## src/rtl/hilo_div_if.sv

```systemverilog
// hilo_div_if: request/response bundle between the execute stage and the
// HI/LO divider. The execute side (master) supplies operands and the
// start/annul controls. The divider (slave) returns the result, ready and
// the stall request.
interface hilo_div_if;
  logic        signed_div_i;
  logic [31:0] opdata1_i;
  logic [31:0] opdata2_i;
  logic        start_i;
  logic        annul_i;
  logic [63:0] result_o;
  logic        ready_o;
  logic        stallreq_o;

  modport master (
    output signed_div_i, opdata1_i, opdata2_i, start_i, annul_i,
    input  result_o, ready_o, stallreq_o
  );

  modport slave (
    input  signed_div_i, opdata1_i, opdata2_i, start_i, annul_i,
    output result_o, ready_o, stallreq_o
  );
endinterface

```

## src/rtl/hilo_div.sv

```systemverilog
// hilo_div: multi-cycle 32-bit restoring divider for DIV/DIVU.
// The result is {remainder, quotient}, which is written to {hi, lo}.
// Each operation takes one restoring step per cycle for 32 cycles on
// operand magnitudes. Sign correction is applied when the result is
// registered.
//
// Optional feature: define HILO_DIV_ZERO_CHECK_EN to short-circuit a zero
// divisor through a BYZERO state. That path returns an all-zero result two
// edges after capture. Without the macro, a zero divisor runs the full
// iteration.
module hilo_div (
  input  logic        clk,
  input  logic        rst,
  hilo_div_if.slave   bus
);

`ifdef HILO_DIV_ZERO_CHECK_EN
  typedef enum logic [1:0] {
    S_FREE   = 2'd0,
    S_ON     = 2'd1,
    S_END    = 2'd2,
    S_BYZERO = 2'd3
  } state_e;
`else
  typedef enum logic [1:0] {
    S_FREE = 2'd0,
    S_ON   = 2'd1,
    S_END  = 2'd2
  } state_e;
`endif

  state_e      state_q, state_d;
  logic [5:0]  cnt_q, cnt_d;
  logic [64:0] work_q, work_d;       // {partial remainder, dividend/quotient, lsb}
  logic [31:0] dvs_q, dvs_d;         // divisor magnitude
  logic        quo_neg_q, quo_neg_d; // operand signs differed (signed only)
  logic        rem_neg_q, rem_neg_d; // dividend was negative (signed only)
  logic [63:0] result_q, result_d;
  logic        ready_q, ready_d;

  logic [31:0] op1_abs, op2_abs;
  logic [32:0] diff;
  logic [31:0] quo_raw, rem_raw, quo_fix, rem_fix;

  // Operand magnitudes, trial subtraction and sign-corrected results
  assign op1_abs = (bus.signed_div_i && bus.opdata1_i[31]) ? -bus.opdata1_i : bus.opdata1_i;
  assign op2_abs = (bus.signed_div_i && bus.opdata2_i[31]) ? -bus.opdata2_i : bus.opdata2_i;
  assign diff    = work_q[64:32] - {1'b0, dvs_q};
  assign quo_raw = work_q[31:0];
  assign rem_raw = work_q[64:33];
  assign quo_fix = quo_neg_q ? -quo_raw : quo_raw;
  assign rem_fix = rem_neg_q ? -rem_raw : rem_raw;

  assign bus.result_o   = result_q;
  assign bus.ready_o    = ready_q;
  assign bus.stallreq_o = bus.start_i & ~ready_q & ~bus.annul_i;

  // Next-state logic: capture, iterate, present the result, release
  always_comb begin
    // NOTE: every variable written here gets a default first, so no path leaves one unassigned (which would infer a latch).
    state_d   = state_q;
    cnt_d     = cnt_q;
    work_d    = work_q;
    dvs_d     = dvs_q;
    quo_neg_d = quo_neg_q;
    rem_neg_d = rem_neg_q;
    result_d  = result_q;
    ready_d   = ready_q;

    case (state_q)
      S_FREE: begin
        result_d = 64'h0;
        ready_d  = 1'b0;
        if (bus.start_i && !bus.annul_i) begin
          quo_neg_d = bus.signed_div_i & (bus.opdata1_i[31] ^ bus.opdata2_i[31]);
          rem_neg_d = bus.signed_div_i & bus.opdata1_i[31];
          dvs_d     = op2_abs;
          work_d    = {32'h0, op1_abs, 1'b0};
          cnt_d     = 6'd0;
`ifdef HILO_DIV_ZERO_CHECK_EN
          state_d   = (bus.opdata2_i == 32'h0) ? S_BYZERO : S_ON;
`else
          state_d   = S_ON;
`endif
        end
      end

`ifdef HILO_DIV_ZERO_CHECK_EN
      S_BYZERO: begin
        // A zeroed work register with no sign correction yields an all-zero result.
        work_d    = 65'h0;
        quo_neg_d = 1'b0;
        rem_neg_d = 1'b0;
        state_d   = bus.annul_i ? S_FREE : S_END;
      end
`endif

      S_ON: begin
        if (bus.annul_i) begin
          state_d = S_FREE;
        end else begin
          if (!diff[32]) work_d = {diff[31:0], work_q[31:0], 1'b1};
          else           work_d = {work_q[63:0], 1'b0};
          cnt_d = cnt_q + 6'd1;
          // cnt_q == 31 means this edge performs the 32nd step.
          if (cnt_q == 6'd31) state_d = S_END;
        end
      end

      S_END: begin
        if (bus.annul_i || !bus.start_i) begin
          state_d  = S_FREE;
          result_d = 64'h0;
          ready_d  = 1'b0;
        end else begin
          result_d = {rem_fix, quo_fix};
          ready_d  = 1'b1;
        end
      end

      default: begin
        state_d  = S_FREE;
        result_d = 64'h0;
        ready_d  = 1'b0;
      end
    endcase
  end

  // State and datapath registers with synchronous reset
  always_ff @(posedge clk) begin
    // NOTE: sequential state uses non-blocking assignments so every flop samples pre-edge values.
    if (rst) begin
      state_q   <= S_FREE;
      cnt_q     <= 6'd0;
      work_q    <= 65'h0;
      dvs_q     <= 32'h0;
      quo_neg_q <= 1'b0;
      rem_neg_q <= 1'b0;
      result_q  <= 64'h0;
      ready_q   <= 1'b0;
    end else begin
      state_q   <= state_d;
      cnt_q     <= cnt_d;
      work_q    <= work_d;
      dvs_q     <= dvs_d;
      quo_neg_q <= quo_neg_d;
      rem_neg_q <= rem_neg_d;
      result_q  <= result_d;
      ready_q   <= ready_d;
    end
  end

endmodule

```

## src/flat_wrapper.sv

```systemverilog
// flat-port wrapper written by rule: the top's interface ports become plain ports
module hilo_div_flat 
  (clk, rst, bus_signed_div_i, bus_opdata1_i, bus_opdata2_i, bus_start_i, bus_annul_i, bus_result_o, bus_ready_o, bus_stallreq_o);
  hilo_div_if bus_i ();
  input  logic clk;
  input  logic rst;
  input wire logic [$bits(bus_i.signed_div_i)-1:0] bus_signed_div_i;
  input wire logic [$bits(bus_i.opdata1_i)-1:0] bus_opdata1_i;
  input wire logic [$bits(bus_i.opdata2_i)-1:0] bus_opdata2_i;
  input wire logic [$bits(bus_i.start_i)-1:0] bus_start_i;
  input wire logic [$bits(bus_i.annul_i)-1:0] bus_annul_i;
  output wire logic [$bits(bus_i.result_o)-1:0] bus_result_o;
  output wire logic [$bits(bus_i.ready_o)-1:0] bus_ready_o;
  output wire logic [$bits(bus_i.stallreq_o)-1:0] bus_stallreq_o;
  assign bus_i.signed_div_i = bus_signed_div_i;
  assign bus_i.opdata1_i = bus_opdata1_i;
  assign bus_i.opdata2_i = bus_opdata2_i;
  assign bus_i.start_i = bus_start_i;
  assign bus_i.annul_i = bus_annul_i;
  assign bus_result_o = bus_i.result_o;
  assign bus_ready_o = bus_i.ready_o;
  assign bus_stallreq_o = bus_i.stallreq_o;
  hilo_div u_core (.clk(clk), .rst(rst), .bus(bus_i));
endmodule
```

## config.mk

```make
export PLATFORM = sky130hd
export DESIGN_NAME = hilo_div_flat
export DESIGN_NICKNAME = d
export VERILOG_FILES = /design/src/rtl/hilo_div_if.sv /design/src/rtl/hilo_div.sv /design/src/flat_wrapper.sv
export SDC_FILE = /design/constraint.sdc
export NUM_CORES = 1
export LEC_CHECK = 0
export ABC_AREA = 1
export CORE_UTILIZATION = 30
export DETAILED_ROUTE_END_ITERATION = 6
export DONT_BUFFER_PORTS = 1
export PLACE_DENSITY_LB_ADDON = 0.12
export SLEW_MARGIN = 10
export SYNTH_ARGS = -nofsm -noshare
export SYNTH_HDL_FRONTEND = slang
export SYNTH_SLANG_ARGS = --single-unit
```

## constraint.sdc

```tcl
create_clock -name clk -period 5.6 [get_ports clk]
set_clock_uncertainty 0.1 [all_clocks]
set_input_delay 1.4 -clock clk [delete_from_list [all_inputs] [get_ports clk]]
set_output_delay 1.4 -clock clk [all_outputs]
set_load 0.02 [all_outputs]
```

; ---- Word-level counts from Yosys, hierarchy flattened
; Cells that the tools add are included.
[word_totals]
reg_bits = 172
input_bits = 69
word_cells = 59
out_inout_bits = 66
[op_classes]
mux = 20
bitwise_logic = 7
n_reduce_logical = 11
addsub = 6
eq_ne = 7
[ops]
columns = operator, n
row1 = 65-bit 2-to-1 mux, 3
row2 = 65-bit one-hot mux with 2 select lines, 1
row3 = 32-bit 2-to-1 mux, 4
row4 = 32-bit negator, 4
row5 = 64-bit one-hot mux with 2 select lines, 1
row6 = 64-bit 2-to-1 mux, 1
row7 = 33-bit by 32-bit subtractor with 33-bit output, 1
row8 = 6-bit 2-to-1 mux, 2
row9 = 6-bit one-hot mux with 2 select lines, 1
row10 = 2-bit 2-to-1 mux, 4
row11 = "6-bit by 1-bit adder with 6-bit output, second input constant", 1
row12 = "6-bit by 5-bit == test with 1-bit output, second input constant", 1
row13 = 2-bit one-hot mux with 3 select lines, 1
row14 = 3-bit AND reduction, 2
row15 = 1-bit bitwise AND, 4
row16 = "2-bit by 1-bit != test with 1-bit output, second input constant", 2
row17 = 1-bit logical AND, 3
row18 = "3-bit by 2-bit != test with 1-bit output, second input constant", 1
row19 = "2-bit by 1-bit == test with 1-bit output, second input constant", 1
row20 = "2-bit == test, second input constant", 1
row21 = 1-bit logical NOT, 2
row22 = 2-bit logical NOT, 1
row23 = "2-bit != test, second input constant", 1
row24 = 1-bit inverter, 2
row25 = 6 further kinds, 6

; ---- Logic depth before layout (Yosys ltp)
; Gate-level depths: netlist of run 1.
[logic_depth]
word_depth = 4
depth_mapped = 18
depth_no_buf = 17

; ---- Worst setup path after synthesis of run 1
; Ideal clock, no wire load.
[synth_path]
kind = input-to-output
startpoint = in bus_annul_i
endpoint = out bus_stallreq_o
path_buffers = 0
path_slack_ns = 2.333
t_required_ns = 4.100
path_stages = 3
arrival_time_ns = 1.767
cell_sequence = inv_1 -> nand2_1 -> nor2_1
[synth_between]
elab_chain_cells = 2
[synth_lines]
columns = item, line_no
row1 = from (decl), flat_wrapper.sv:11  ; input wire logic [$bits(bus_i.annul_i)-1:0] bus_annul_i;
row2 = 1-bit inverter, hilo_div.sv:56  ; assign bus.stallreq_o = bus.start_i & ~ready_q & ~bus.annul_i;
row3 = 1-bit bitwise AND, hilo_div.sv:56
row4 = to (decl), flat_wrapper.sv:14  ; output wire logic [$bits(bus_i.stallreq_o)-1:0] bus_stallreq_o;
; Every way passes these cells.

; ---- Final worst setup path of run 1
[layout_path]
startpoint = reg u_core.work_q[33]
endpoint = reg u_core.work_q[41]
[layout_between]
elab_chain_cells = 4
[layout_lines]
columns = item, line_no
row1 = from (decl), hilo_div.sv:34  ; logic [64:0] work_q, work_d;
row2 = from (signal assigned), hilo_div.sv:144  ; work_q <= work_d;
row3 = 33-bit by 32-bit subtractor with 33-bit output, hilo_div.sv:48  ; assign diff = work_q[64:32] - {1'b0, dvs_q};
row4 = 65-bit 2-to-1 mux, hilo_div.sv:102  ; if (!diff[32]) work_d = {diff[31:0], work_q[31:0], 1'b1};
row5 = 65-bit 2-to-1 mux, hilo_div.sv:99  ; if (bus.annul_i) begin
row6 = 65-bit one-hot mux with 2 select lines, hilo_div.sv:70  ; case (state_q)
; Every way passes these cells. The select of a mux whose other input is x is not followed.
; A chain may end at the register's enable or synchronous reset.

==> summary.txt, run 1 <==
Outcome
  – Status: finished, final reports clean

Place
  – Placed insts: 2,638
  – Placed Instance Area: 13,200 µm²
  – Port bufs: 0
  – GPL Wtd Cong: around 0.90
  – Final HPWL DP: 36,900 µm

Clock network
  – CTS tree: done
  – Number of setup buffers added after CTS: 0
  – Worst-path clk slew: 0.07 ns
  – Clock sink count: between 150 and 200
  – Worst-skew pair later-pin latency: 0.47 ns
  – Post-cts resize count: 0
  – Hold-fix buffers, CTS: 0
  – Clock Tree Buf Depth: 2
  – CTS Buf Count: 17
  – H-tree Lvls: 4
  – Root buffer cell: clkbuf_16

Synthesis
  – Post-synth ARST share: 0%
  – Post-synthesis xor/xnor area fraction: 3.36%
  – Post-synthesis mux area share: 0%
  – Synthesized Nets: 2,278
  – Post-synthesis compound-gate area fraction: between 10% and 20%
  – Syn. warnings: 0
  – Syn_area_per_cell: roughly 6 µm²
  – Synth Area in Simple Gates: between 30% and 40%
  – Yosys cell types: 46
  – Post-synthesis sequential area ratio: ~27%
  – Area contributors post-synth: dfxtp_1 (27%), nand2_1 (19%), a21oi_1 (8.8%), inv_1 (8.7%), nand3_1 (8.1%)
  – Register bit count reported by yosys: 172
  – Adder-Cell Fraction of Synth Area: 3.78%
  – Top FF cell, synth: dfxtp_1
  – Leading area contributor after synthesis: dfxtp_1
  – Top cell type's share of synthesized area: 27.0%
  – Synthesized area: 12,800 µm²
  – EDFF count, synth: 0
  – Combinational family with the most area after synthesis: simple AND/OR/NAND/NOR gates
  – Mapped Cells: 2,171

Setup path
  – Crit path DAT: 3.65 ns
  – Crit. End Element: flop
  – Worst reg2reg setup slack: 2.24 ns
  – Crit path max-delay family: simple AND/OR/NAND/NOR gates
  – Number of cells on the critical path: 15
  – CP max-delay cell: dfxtp_1
  – Critical Path Max Stage Delay: 0.53 ns
  – Worst r2r path cells: 15
  – Crit path buffers/inverters: 2
  – Critical path peak fanout: 22
  – Startpoint Class: flop
  – Critical path cell sequence: inv_1 > fa_1 > inv_1 > nand2_1 > nand2_1 > nand3_1 > nand2_2 > nand2_2 > nand2_2 > nand2_4 > nand3_2 > nand2_2 > nand2_1 > nand3_1 > a21oi_1
  – CP Class: reg -> reg
  – CP most frequent cell: nand2_2
  – CP required: 5.90 ns

STA
  – Worst relative slew slack: 43.3%
  – Final Max Tran Viols: 0
  – RSZ-0062 raised after global routing: no
  – Peak Freq: between 200 and 300 MHz
  – Final min period: 3.36 ns
  – Final hold violations: 0
  – Least-Margin Pin Slew: 0.849 ns
  – Setup TNS: 0 ns
  – Final setup fails: 0
  – Fin crit share: 60.0%

Floorplanning
  – FP Rows: 75
  – Die width: 208 µm
  – CORE AREA: 41,900 µm²
  – Initial Utilization: 30.4%
  – Die Area: 43,400 µm²
  – I/O pins: 135
  – Die height: 208 µm

Finish
  – Fin nets: 2,225
  – Most frequent cells in the layout: nand2_1 (644), inv_1 (295), a21oi_1 (225)
  – Final Cell Area: 13,800 µm²
  – Syn-to-layout area delta: 8.27%
  – # diodes: 0
  – Register area: roughly 3400 µm²
  – Final Non-Filler Cells: 2,670
  – Multi-input gate area: 7830 µm²
  – Most common cell after layout, fill and taps aside: nand2_1
  – Share of post-route cells with drive strength above 1: 4.08%
  – Final Core Density: 33.0%
  – Layout fillers: about 4,700

Routing
  – WL final: 46,900 µm
  – Via density: 4.95
  – DRT Pass-1 Iters: 5
  – Vias post-DR: 13,229
  – WL/cell: 17.6 µm
  – Final ANT Viol Nets: 0
  – Initial drt markers: 926
  – DR DRC count: 0

Power
  – Peak supply drop: 0.219 mV
  – Power consumption: 3.37 mW
  – PD cells: roughly 240 nW/µm²
  – Pleak: 6.45 nW

GRT
  – Global-route wire length before repair: 73,600 µm
  – Vias in the first global route: about 13,000
  – Pin count of the biggest net entering global routing: 141
  – GRT Util Overall: 21.9%
  – GR Overflow Total: 0
  – Initial antenna violation count: 0

Hold path
  – Worst Hold Class: reg -> reg
  – Hold depth: 1

Job
  – Max-cap violation count: 0
==> cells in the mapped netlist (7+ instances only) <==
library cell  instances
inv_2                 7
nand3_1             206
buf_2                13
xor2_1               33
clkbuf_1             57
o221ai_1              8
ha_1                 37
nand2_1             644
nand2_2              10
inv_1               295
nor2_1              182
nor3_1               24
nor4_1                7
or2_2                 9
xnor2_1              16
nand4_1              19
a21oi_1             225
o211ai_1             13
o21ai_0             113
dfxtp_1             172
nand3b_1             15
==> layout make-up <==
class | instances | share of cell area, %
Multi-Input combinational cell | 1615 | 56.7
Sequential cell | 172 | 24.9
Inverter | 303 | 8.23
Tap cell | 539 | 4.88
Clock buffer | 18 | 3.18
Clock inverter | 14 | 1.65
Timing Repair Buffer | 9 | 0.489
==> per-layer routing <==
layer / wire length [µm] / up-vias / part of all wire, % / track usage [%]
met3: 2010 / 48 / 4.3 / 3.50
li1: - / 6867 / - / -
met1: 23000 / 6028 / 49 / 30.5
met4: 1170 / 0 / 2.5 / 7.59
met2: 20700 / 286 / 44 / 34.2
met5: 0 / - / 0 / 0
==> report_power, final <==
group          switching (mW)  internal (mW)  leakage [nW]  total [mW]
logic                   0.484          0.207          4.73       0.691
registers              0.0390           1.26          1.40        1.30
clock network           0.572          0.813         0.323        1.38
==> state kept, by name (all words and copies together) (netlist names) <==
name,count
u_core.bus.result_o,64
u_core.rem_neg_q,1
u_core.work_q,65
u_core.cnt_q,6
u_core.bus.ready_o,1
u_core.quo_neg_q,1
u_core.dvs_q,32
u_core.state_q,2
==> kinds of logic after synthesis <==
family | count (synthesis)
AO/OA/AOI/OAI | 391
AND/OR/NAND/NOR | 1137
buffers and inverters | 384
flip-flops | 172
adder cells (fa/ha/maj) | 38
XOR/XNOR | 49
==> through the flow <==
stage,setup slack (ns),hold WS (ns)
global route,1.95,0.386
floorplan,2.33,0.322
CTS,2.24,0.353
detailed placement,1.82,0.343
global placement,1.79,0.360
finish,2.24,0.361
==> path summary, 6_finish.rpt <==
check | from | endpoint
setup / recovery | u_core.work_q[33]$_SDFFE_PP0P_ | u_core.work_q[41]$_SDFFE_PP0P_
hold / removal | u_core.cnt_q[5]$_SDFFE_PP0P_ | u_core.cnt_q[5]$_SDFFE_PP0P_
setup reg to reg | u_core.work_q[33]$_SDFFE_PP0P_ | u_core.work_q[41]$_SDFFE_PP0P_
hold reg to reg | u_core.cnt_q[5]$_SDFFE_PP0P_ | u_core.cnt_q[5]$_SDFFE_PP0P_
(Power assumes the default switching activity.)
==> run 2: changes to the inputs <==
- clock period: 5.6 -> 3 ns (I/O delays scaled with it)
==> run 2 against run 1 <==
Sequential share of layout area down 0.21 points. Utilization rose by 0.29 points. Cell count increased by 0.94%. Hold slack got worse by 0.13 ns. Maximum frequency up 21%. Count of clock-buffer cells in the layout unchanged.
==> summary.txt, run 2 (same netlist as run 1, synthesis figures left out) <==
Routing
  – Wl on met1: 23,300 µm
  – Via density: 5.02
  – Final ANT Viol Nets: 0
  – Max Used Layer: met4
  – DR DRC count: 0
  – Initial drt markers: about 990
  – DRT Pass-1 Iters: 5
  – WL final: approximately 49,000 µm
  – Vias post-DR: 13,529
  – Met3 Wirelength: 2410 µm
  – Routed wl met2: 21,900 µm
  – WL/cell: 18.1 µm

Power
  – Sequential power share: 40.1%
  – Peak supply drop: around 0.36 mV
  – Internal power: 3.95 mW
  – PD cells: 434 nW/µm²
  – Switch share: 34.8%
  – Pleak: 6.54 nW
  – Clock power frac: 37.9%
  – Comb power frac: between 20% and 30%
  – Net switching power: 2.11 mW

Finish
  – Final Cell Area: 13,900 µm²
  – Most frequent cells in the layout: nand2_1 (643), inv_1 (295), a21oi_1 (225)
  – Most common cell after layout, fill and taps aside: nand2_1
  – Register area: 3440 µm²
  – Syn-to-layout area delta: 9.21%
  – Fin nets: 2,250
  – # diodes: 0
  – Layout fillers: 4,698
  – Share of post-route cells with drive strength above 1: 5.24%
  – Most flops, register: u_core.work_q
  – Max reg flops: 65
  – Multi-input gate area: between 7000 and 8000 µm²

Place
  – Port bufs: 0
  – GPL Wtd Cong: 0.937
  – Placed Instance Area: roughly 13,000 µm²
  – Final HPWL DP: 38,500 µm

STA
  – Final Max Tran Viols: 0
  – Setup TNS: 0 ns
  – Fin crit share: 92.4%
  – Final setup fails: 0
  – Peak Freq: 361 MHz
  – Least-Margin Pin Slew: 0.687 ns
  – Final hold violations: 0
  – Final min period: 2.77 ns
  – RSZ-0062 raised after global routing: no
  – Worst relative slew slack: between 50% and 60%

Setup path
  – Critical path peak fanout: 22
  – CP most frequent cell: nand2_2
  – Critical path cell sequence: inv_1 > fa_1 > inv_1 > nand2_1 > nand2_1 > nand3_1 > nand2_2 > nand2_2 > nand2_2 > nand2_4 > nand2_4 > nand2_4 > nand2_2 > nand2_1 > nand3_1 > a21oi_1
  – CP required: 3.27 ns
  – CP Class: reg -> reg
  – Critical Path Max Stage Delay: approximately 0.5 ns
  – Worst r2r path cells: 16
  – Crit path DAT: between 3 and 4 ns
  – CP max-delay cell: fa_1
  – Startpoint Class: flop
  – Crit. End Element: flop

Floorplanning
  – Die width: 208 µm
  – CORE AREA: 41,900 µm²
  – Die height: around 210 µm
  – I/O pins: between 100 and 150
  – Initial Utilization: 30.4%
  – Die Area: around 43,000 µm²
  – FP Rows: 75

GRT
  – Global-route wire length before repair: 75,400 µm
  – GRT Util Overall: 22.7%
  – Pin count of the biggest net entering global routing: 141
  – Initial antenna violation count: 0
  – Vias in the first global route: 12,767
  – GR Overflow Total: 0

Clock network
  – Root buffer cell: clkbuf_16
  – Hold-fix buffers, CTS: 0
  – Clock sink count: around 170
  – Clock Tree Buf Depth: 2
  – Worst-skew pair later-pin latency: about 0.49 ns
  – Number of setup buffers added after CTS: 0
  – H-tree Lvls: 4
  – Worst-path clk slew: about 0.070 ns
  – CTS Buf Count: 17
  – CTS tree: done

Job
  – Max-cap violation count: 0

Hold path
  – Worst Hold Class: in -> reg
  – Hold depth: 1

Outcome
  – Status: finished, final reports clean
==> run 2: repair_timing <==
action                                 in CTS  in global routing
endpoints found under the hold margin       0                  0
setup endpoints to repair                   0                  6
gates resized for setup                     0                  1
==> run 2: power groups by stage <==
stage	logic (mW)	registers [mW]	clock network (mW)
global route	1.50	2.44	2.46
CTS	1.32	2.43	2.37
detailed placement	1.31	2.48	0
global placement	1.32	2.48	0
floorplan	0.982	2.45	0
finish	1.33	2.43	2.30
==> run 2: area by class of cell <==
class | count | share of cell area [%]
well taps | 539 | 4.84
repair buffers | 34 | 1.92
clock buffers | 18 | 3.15
flip-flops and latches | 172 | 24.7
inverters | 303 | 8.16
clock inverters | 14 | 1.04
multi-input cells | 1615 | 56.2
==> run 2: layer usage <==
layer | global-route usage (%) | vias to the layer above
met1 | 30.7 | 6207
met3 | 4.38 | 57
li1 | - | 6921
met2 | 36.1 | 344
met4 | 7.84 | 0
met5 | 0 | -
==> run 2: path summary, 6_finish.rpt <==
path,end,startpoint,slack [ns]
worst min-delay path,u_core.bus.result_o[1]$_SDFFE_PP0N_,rst,0.23
worst max register to register,u_core.work_q[55]$_SDFFE_PP0P_,u_core.work_q[33]$_SDFFE_PP0P_,0.23
worst max-delay path,u_core.work_q[55]$_SDFFE_PP0P_,u_core.work_q[33]$_SDFFE_PP0P_,0.23
worst min register to register,u_core.cnt_q[5]$_SDFFE_PP0P_,u_core.cnt_q[5]$_SDFFE_PP0P_,0.37
==> run 2: metrics by stage <==
step	hold WS, ns	std cells	power, mW	util (%)	setup slack (ns)
floorplan	0.322	2171	3.43	-	0.779
global placement	0.342	2663	3.80	31.8	0.319
detailed placement	0.338	2663	3.79	31.8	0.217
CTS	0.201	2695	6.12	33.2	0.197
global route	0.209	2695	6.39	33.2	0.00156
finish	0.230	2695	6.06	33.2	0.228
==> run 2: worst max-delay path: cells and delay by family (launching register included) <==
kind,cells,cell delay [ns]
AND/OR/NAND/NOR,12,1.29
flip-flops,1,0.40
adder cells (fa/ha/maj),1,0.50
buffers and inverters,2,0.29
AO/OA/AOI/OAI,1,0.06
==> run 3: changes to the inputs <==
- MAX_ROUTING_LAYER: default -> met4
==> run 3 against run 2 <==
Cell count about the same. Via count down 0.11%. Maximum frequency up 0.24%. Die area unchanged. Critical path depth unchanged. Count of clock-buffer cells in the layout unchanged. Total power down 1.5%. Utilization about the same. Largest cell class unchanged. Non-clock buffer count up 1. Cell area down 0.12%. Sequential power about the same.
==> summary.txt, run 3 (same netlist as run 1, synthesis figures left out) <==
Power
  – Sequential power share: 40.7%
  – Internal power: approximately 3.9 mW
  – Clock power frac: 37.0%
  – PD cells: 428 nW/µm²
  – Pleak: 6.54 nW
  – Peak supply drop: 0.420 mV
  – Net switching power: 2.10 mW
  – Switch share: 35.3%
  – Comb power frac: 22.3%

GRT
  – Vias in the first global route: between 10,000 and 15,000
  – GR Overflow Total: 0
  – Initial antenna violation count: 0
  – Global-route wire length before repair: 75,300 µm
  – Pin count of the biggest net entering global routing: 141
  – GRT Util Overall: 23.3%

Setup path
  – Crit. End Element: flop
  – CP Class: reg -> reg
  – Startpoint Class: flop
  – Critical path peak fanout: 22
  – Crit path DAT: 3.04 ns
  – CP required: 3.27 ns

Hold path
  – Worst Hold Class: in -> reg

Finish
  – Most flops, register: u_core.work_q
  – Share of post-route cells with drive strength above 1: 5.29%
  – Layout fillers: 4,717
  – Fin nets: 2,251
  – Most common cell after layout, fill and taps aside: nand2_1
  – Register area: approximately 3400 µm²
  – Most frequent cells in the layout: nand2_1 (643), inv_1 (295), a21oi_1 (225)
  – # diodes: 0
  – Multi-input gate area: 7840 µm²
  – Final Core Density: approximately a third
  – Syn-to-layout area delta: 9.08%
  – Final Non-Filler Cells: 2,696
  – Max reg flops: 65

Floorplanning
  – CORE AREA: 41,900 µm²
  – Die Area: 43,400 µm²
  – I/O pins: 135
  – Die width: 208 µm
  – FP Rows: 75
  – Initial Utilization: 30.4%
  – Die height: between 200 and 250 µm

Routing
  – DR DRC count: 0
  – DRT Pass-1 Iters: 5
  – WL final: 48,600 µm
  – WL/cell: 18.0 µm
  – Vias post-DR: ~14,000
  – Initial drt markers: 902
  – Final ANT Viol Nets: 0
  – Via density: 5.01

Clock network
  – Worst-skew pair later-pin latency: 0.48 ns
  – H-tree Lvls: 4
  – Root buffer cell: clkbuf_16
  – Clock sink count: 172
  – CTS Buf Count: 17
  – Worst-path clk slew: about 0.07 ns
  – Clock Tree Buf Depth: 2
  – CTS tree: done

Job
  – Max-cap violation count: 0

STA
  – Final setup fails: 0
  – Fin crit share: 92.2%
  – Worst relative slew slack: a little over half
  – Least-Margin Pin Slew: roughly 0.70 ns
  – Final hold violations: 0
  – Setup TNS: 0 ns
  – RSZ-0062 raised after global routing: no
  – Final min period: 2.77 ns
  – Final Max Tran Viols: 0
  – Peak Freq: approximately 360 MHz

Place
  – Placed insts: approximately 2,700
  – Port bufs: 0
  – Final HPWL DP: approximately 38,000 µm
  – GPL Wtd Cong: 0.935

Outcome
  – Status: finished, final reports clean
-- run 3: critical path: stages, from the launching register on --
cell     delay (ns)
dfxtp_1        0.39
inv_1          0.16
fa_1           0.51
inv_1          0.12
nand2_1        0.06
nand2_1        0.08
nand3_1        0.09
nand2_2        0.13
nand2_2        0.07
nand2_2        0.09
nand2_4        0.07
nand2_4        0.08
nand2_4        0.05
nand2_2        0.38
nand2_1        0.12
nand3_1        0.10
a21oi_1        0.06
-- run 3: power groups by stage --
stage / Sequential, mW / Clock (mW) / Combinational, mW
global placement: 2.48 / 0 / 1.32
finish: 2.43 / 2.21 / 1.33
global route: 2.44 / 2.37 / 1.49
CTS: 2.43 / 2.28 / 1.32
detailed placement: 2.48 / 0 / 1.31
floorplan: 2.45 / 0 / 0.982
-- run 3: worst paths after layout --
kind	slack (ns)	startpoint	end	depth (start not counted)
max	0.23	u_core.work_q[33]$_SDFFE_PP0P_	u_core.work_q[41]$_SDFFE_PP0P_	16
min	0.24	rst	u_core.bus.result_o[1]$_SDFFE_PP0N_	1
max reg2reg	0.23	u_core.work_q[33]$_SDFFE_PP0P_	u_core.work_q[41]$_SDFFE_PP0P_	16
min reg2reg	0.36	u_core.cnt_q[5]$_SDFFE_PP0P_	u_core.cnt_q[5]$_SDFFE_PP0P_	1
-- run 3: timing repair --
item	CTS	global route
hold buffers	0	0
buffers inserted	0	0
gates resized for setup	0	1
endpoints found under the setup margin	0	2
-- run 3: stage by stage --
| stage | setup WS [ns] | total power [mW] | hold slack, ns | cell area (µm²) |
|---|---|---|---|---|
| global route | 0.0445 | 6.30 | 0.211 | 13900 |
| CTS | 0.241 | 6.03 | 0.202 | 13900 |
| detailed placement | 0.267 | 3.79 | 0.344 | 13400 |
| global placement | 0.329 | 3.80 | 0.341 | 13400 |
| floorplan | 0.779 | 3.43 | 0.322 | 12800 |
| finish | 0.235 | 5.96 | 0.238 | 13900 |
-- run 3: cell type report --
cell class / instances / area share (%)
Clock buffer: 18 / 3.15
Inverter: 303 / 8.17
Multi-Input combinational cell: 1615 / 56.3
Sequential cell: 172 / 24.7
Timing Repair Buffer: 35 / 1.98
Clock inverter: 14 / 0.871
Tap cell: 539 / 4.84
-- run 3: routing by layer --
layer | wire [µm] | track usage [%]
met1 | 23200 | 30.7
met2 | 22100 | 36.4
met3 | 2230 | 3.88
met4 | 1010 | 7.38
met5 | 0 | -
